$ cat config.mk
export PLATFORM = sky130hd
export DESIGN_NAME = fp_align
export DESIGN_NICKNAME = d
export VERILOG_FILES = /design/src/rtl/fp_pkg.sv /design/src/rtl/fp_sticky_shift.sv /design/src/rtl/fp_align.sv
export SDC_FILE = /design/constraint.sdc
export NUM_CORES = 1
export LEC_CHECK = 0
export CORE_ASPECT_RATIO = 1.2
export CORE_MARGIN = 2
export CORE_UTILIZATION = 35
export DETAILED_ROUTE_END_ITERATION = 8
export GPL_TIMING_DRIVEN = 0
export HOLD_SLACK_MARGIN = 0.1
export PLACE_DENSITY = 0.68
export SLEW_MARGIN = 20
export SYNTH_ARGS = -nofsm -noshare
export SYNTH_HDL_FRONTEND = slang
export SYNTH_SLANG_ARGS = --single-unit
$ cat constraint.sdc
create_clock -name clk_i -period 5.62 [get_ports clk_i]
set_input_delay 0.843 -clock clk_i [delete_from_list [all_inputs] [get_ports clk_i]]
set_output_delay 0.843 -clock clk_i [all_outputs]
set_load 0.02 [all_outputs]
$ cat src/rtl/fp_pkg.sv
// Shared definitions for the FP add/sub datapath: widths, align-stage states
// and the aligned operand bundle handed from the align stage to the adder.
package fp_pkg;

    localparam int unsigned SIG_W  = 27;
    localparam int unsigned EXP_W  = 8;
    localparam int unsigned FRAC_W = 23;
    localparam int unsigned CNT_W  = 5;
    localparam logic [EXP_W-1:0] EXP_MAX = 8'hFF;

    typedef enum logic [1:0] {
        IDLE,
        SHIFT,
        DONE
    } align_state_t;

    typedef struct packed {
        logic             big_sign;
        logic             small_sign;
        logic [EXP_W-1:0] exp;
        logic [SIG_W-1:0] big_sig;
        logic [SIG_W-1:0] small_sig;
        logic             swapped;
        logic             x_nan;
        logic             y_nan;
        logic             x_inf;
        logic             y_inf;
    } aligned_t;

    // Hidden bit restored from a nonzero exponent; G/R/S start cleared.
    function automatic logic [SIG_W-1:0] make_sig(input logic [EXP_W-1:0] exp,
                                                   input logic [FRAC_W-1:0] frac);
        return {(exp != '0), frac, 3'b000};
    endfunction

endpackage

$ cat src/rtl/fp_sticky_shift.sv
// Combinational right shift by a small amount; every bit shifted out is
// OR-ed into bit 0 so sticky information survives repeated passes.
module fp_sticky_shift
    import fp_pkg::*;
#(
    parameter int unsigned K_W = 3
) (
    input  logic [SIG_W-1:0] sig,
    input  logic [K_W-1:0]   shift,
    output logic [SIG_W-1:0] result
);

    logic [SIG_W-1:0] shifted;
    logic             lost;
    int unsigned      shift_int;

    always_comb begin
        shift_int = 32'(shift);
        lost      = 1'b0;
        for (int unsigned i = 0; i < SIG_W; i++) begin
            if (i < shift_int) lost = lost | sig[i];
        end
        shifted = sig >> shift;
        result  = {shifted[SIG_W-1:1], shifted[0] | lost};
    end

endmodule

$ cat src/rtl/fp_align.sv
// FP add/sub align stage: orders the operand pair, restores hidden bits and
// iteratively right-shifts the small significand STEP bits per cycle.
module fp_align
    import fp_pkg::*;
#(
    parameter int unsigned STEP = 4
) (
    input  logic               clk_i,
    input  logic               rst_n_i,
    input  logic               valid_i,
    output logic               ready_o,
    input  logic               x_sign_i,
    input  logic               y_sign_i,
    input  logic [EXP_W-1:0]   x_exp_i,
    input  logic [EXP_W-1:0]   y_exp_i,
    input  logic [FRAC_W-1:0]  x_frac_i,
    input  logic [FRAC_W-1:0]  y_frac_i,
    input  logic               x_greater_i,
    input  logic [EXP_W-1:0]   exp_shift_i,
    input  logic               x_infinity_i,
    input  logic               y_infinity_i,
    input  logic               x_nan_i,
    input  logic               y_nan_i,
    output logic               valid_o,
    input  logic               ready_i,
    output logic               big_sign_o,
    output logic               small_sign_o,
    output logic [EXP_W-1:0]   exp_o,
    output logic [SIG_W-1:0]   big_sig_o,
    output logic [SIG_W-1:0]   small_sig_o,
    output logic               swapped_o,
    output logic               x_nan_o,
    output logic               y_nan_o,
    output logic               x_inf_o,
    output logic               y_inf_o,
    output logic               special_o
);

    localparam int unsigned K_W = $clog2(STEP + 1);

    align_state_t     state, state_next;
    aligned_t         r;
    logic [CNT_W-1:0] count, count_init, count_next;
    logic [K_W-1:0]   k;
    logic [SIG_W-1:0] shifted_sig;
    logic [EXP_W-1:0] big_exp_in, small_exp_in, count_raw;
    logic             in_special;

    always_comb begin
        big_exp_in   = x_greater_i ? x_exp_i : y_exp_i;
        small_exp_in = x_greater_i ? y_exp_i : x_exp_i;
        in_special   = x_infinity_i | y_infinity_i | x_nan_i | y_nan_i;
        // A denormal small operand behaves as exponent 1, so it needs one bit less.
        if (small_exp_in == '0 && big_exp_in != '0 && exp_shift_i != '0)
            count_raw = exp_shift_i - 8'd1;
        else
            count_raw = exp_shift_i;
        if (count_raw > 8'(SIG_W))
            count_init = CNT_W'(SIG_W);
        else
            count_init = count_raw[CNT_W-1:0];
    end

    always_comb begin
        if (32'(count) > STEP) k = K_W'(STEP);
        else                   k = K_W'(count);
        count_next = count - CNT_W'(k);
    end

    fp_sticky_shift #(.K_W(K_W)) u_shift (
        .sig    (r.small_sig),
        .shift  (k),
        .result (shifted_sig)
    );

    always_comb begin
        state_next = state;
        case (state)
            IDLE:  if (valid_i) state_next = (in_special || count_init == '0) ? DONE : SHIFT;
            SHIFT: if (count_next == '0) state_next = DONE;
            DONE:  if (ready_i) state_next = IDLE;
            default: state_next = IDLE;
        endcase
    end

    always_ff @(posedge clk_i or negedge rst_n_i) begin
        if (!rst_n_i) begin
            state <= IDLE;
            r     <= '0;
            count <= '0;
        end else begin
            state <= state_next;
            if (state == IDLE && valid_i) begin
                r.big_sign   <= x_greater_i ? x_sign_i : y_sign_i;
                r.small_sign <= x_greater_i ? y_sign_i : x_sign_i;
                r.exp        <= big_exp_in;
                r.big_sig    <= x_greater_i ? make_sig(x_exp_i, x_frac_i)
                                            : make_sig(y_exp_i, y_frac_i);
                r.small_sig  <= x_greater_i ? make_sig(y_exp_i, y_frac_i)
                                            : make_sig(x_exp_i, x_frac_i);
                r.swapped    <= ~x_greater_i;
                r.x_nan      <= x_nan_i;
                r.y_nan      <= y_nan_i;
                r.x_inf      <= x_infinity_i;
                r.y_inf      <= y_infinity_i;
                count        <= in_special ? '0 : count_init;
            end else if (state == SHIFT) begin
                r.small_sig <= shifted_sig;
                count       <= count_next;
            end
        end
    end

    assign ready_o      = (state == IDLE);
    assign valid_o      = (state == DONE);
    assign big_sign_o   = r.big_sign;
    assign small_sign_o = r.small_sign;
    assign exp_o        = r.exp;
    assign big_sig_o    = r.big_sig;
    assign small_sig_o  = r.small_sig;
    assign swapped_o    = r.swapped;
    assign x_nan_o      = r.x_nan;
    assign y_nan_o      = r.y_nan;
    assign x_inf_o      = r.x_inf;
    assign y_inf_o      = r.y_inf;
    assign special_o    = r.x_nan | r.y_nan | r.x_inf | r.y_inf;

endmodule

==> metrics.csv <==
metric,value,unit
GRT Overall Usage,21.2,%
via density per instance,5.69,
critical path endpoint category,register,
Synth Cell Area,0.00493,mm2
VDD IR max,0.000198,V
Total Wirelength,15900,um
layout net count,746,
Ys Warns,0,
Leak,2.88,nW
CP required,5.86,ns
number of buffers and inverters on the critical path,2,
Final TNS setup,0,ns
Synth cell types,61,
data arrival time of the critical path,3.70,ns
power density cells,363,mW/mm2
Seq cells post-synth,73,
Initial Util,35.9,%
Die Span Y,134,um
grt ovf,0,
Routed Antenna Nets,0,
Hold Buf Count CTS,0,
Cells after Synth,501,
Diodes inserted,0,
Max Buffers Root-to-Sink,2,
CTS Buf Count,9,
Worst-Skew Late Latency,0.35,ns
Power Total,2.52,mW
crit-path cells,"clkdlybuf4s50_1, inv_1, ha_1, nor3b_1, nand2_1, o21ai_1, mux2_1, or3_1, a32o_2",
max-cap violations,0,
Worst path max stage delay,0.54,ns
RSZ-0062 raised after global routing,false,
share of layout cells above drive strength 1,8.55,%
status,completed,
IO buf count,147,
Reg-to-Reg Start,count[3],
drt wl/cell,18.9,um
first-pass GRT wire length,25400,um
row count,47,
async set-reset flop share out of synthesis,100,%
vias post-DR,4765,
worst slew pin tran,0.788,ns
min cycle time layout,3.46,ns
cts repair resizes,0,
Syn-to-layout area delta,40.5,%
drt drc,0,
die area,0.0151,mm2
Post-DP HPWL,12100,um
Critical Path Start,exp_shift_i[0],
Critical-path top delay cell,nor3b_1,
setup bufs post-CTS,0,
Final Hold Fails,0,
CP Max Fanout,6,
clock sinks,73,
hold crit path type,in2async,
antenna violations before repair,0,
I/O pin total,153,
"worst slack, placed",1.90,ns
drt pass-1 iters,5,
largest net degree at the start of global routing,41,
max-slew violation count,0,
relative slew slack,47.5,%
"Avg Cell Area, Syn",9.85,um2
"EDFF count, synth",0,
endpoints failing setup,0,
Crit Path Class,in2reg,
RD Place Congestion,0.877,
Critical Path Source Type,input port,
Max Freq,289,MHz
Core ar.,0.0138,mm2
sequential area share after synthesis,37.0,%
final worst slack,2.16,ns
Root Driver,clkbuf_16,
vias in the first global route,4799,
final setup skew,0.00750,ns
CTS tree,built,
Die Wd,112,um
Main synth FF type,dfrtp_1,
1st-iter DRT viols,289,
"Largest delay share family, worst path",simple AND/OR/NAND/NOR gates,
H-tree levels,3,
Tcrit/Tclk final,61.6,%
"Reg clk slew, reported paths",0.07,ns
## sequential cells by signal, summed over array words and instances, names as in the netlist
register      flops
small_sig_o      27
big_sig_o        24
exp_o             8
count             5
state             2
big_sign_o        1
small_sign_o      1
swapped_o         1
x_inf_o           1
x_nan_o           1
y_inf_o           1
y_nan_o           1
## synthesized netlist by cell type, drive strengths merged, types with 9 or more instances
| cell type | n | share of area [%] |
|---|---|---|
| a221oi | 16 | 2.8 |
| a21oi | 12 | 1.2 |
| mux4 | 20 | 9.1 |
| inv | 9 | 0.68 |
| clkbuf | 36 | 2.7 |
| nand2 | 64 | 4.9 |
| dfrtp | 73 | 37 |
| nand3 | 9 | 0.91 |
| nor2 | 16 | 1.3 |
| mux2i | 81 | 16 |
| nor3 | 20 | 2.0 |
| o21ai | 54 | 5.5 |
| buf | 10 | 1.1 |
## area by class of cell
cell class                      count  area [um2]
Buffer                             46         188
Clock buffer                        9         225
Clock inverter                      7        61.3
Fill cell                        1304        6830
Inverter                            9        33.8
Multi-Input combinational cell    375        2890
Sequential cell                    73        1830
Tap cell                          171         214
Timing Repair Buffer              148        1490
## report_power, final
group	internal (mW)	switching [mW]
clock network	0.307	0.257
logic	0.558	0.552
registers	0.671	0.170
## layout by cell type, fill, tap and decap left out, types with 8 or more instances in the layout
cell             synthesis  final
a21oi_1                 12     12
a221oi_1                16     16
clkbuf_1                36     36
clkbuf_16                0      9
clkdlybuf4s50_1          0    146
dfrtp_1                 73     73
inv_1                    8      8
mux2i_1                 81     81
mux4_2                  20     20
nand2_1                 64     64
nand3_1                  9      9
nor2_1                  15     15
nor3_1                  20     20
o21ai_0                 45     45
o21ai_1                  9      9
## routing by layer
layer  up-vias  global-route usage (%)  wire length [um]
met1      2356                    25.8              6310
met3        19                    4.74              1090
li1       2200                       -                 -
met4         0                    6.98               305
met5         -                       0                 0
met2       190                    37.2              8160
## worst paths after layout
| path | endpoint | slack, ns | cells after the start |
|---|---|---|---|
| min reg2reg | big_sig_o[13] | 0.48 | 2 |
| min in group clk_i | big_sig_o[13] | 0.48 | 2 |
| max in group asynchronous | small_sig_o[2] | 4.58 | 2 |
| min | big_sig_o[13] | 0.45 | 1 |
| max reg2reg | small_sig_o[3] | 3.09 | 8 |
| max | state[0] | 2.16 | 9 |
## logic make-up after synthesis
family	count (synthesis)	synth area share, %
flops	73	37.0
buf+inv	55	4.49
xor+xnor	5	0.888
compound gates	113	15.2
mux	105	26.6
simple gates	144	14.7
fa+ha+maj	4	0.964
other cells	2	0.152
## through the flow
step                util, %  cells  instance area (um2)  hold WS [ns]
floorplan                 -    503                 4940         0.547
global placement       48.2    821                 6630         0.464
detailed placement     48.3    822                 6640         0.473
CTS                    50.4    838                 6930         0.466
global route           50.4    838                 6930         0.485
finish                 50.4    838                 6930         0.450
(Power assumes the default switching activity.)
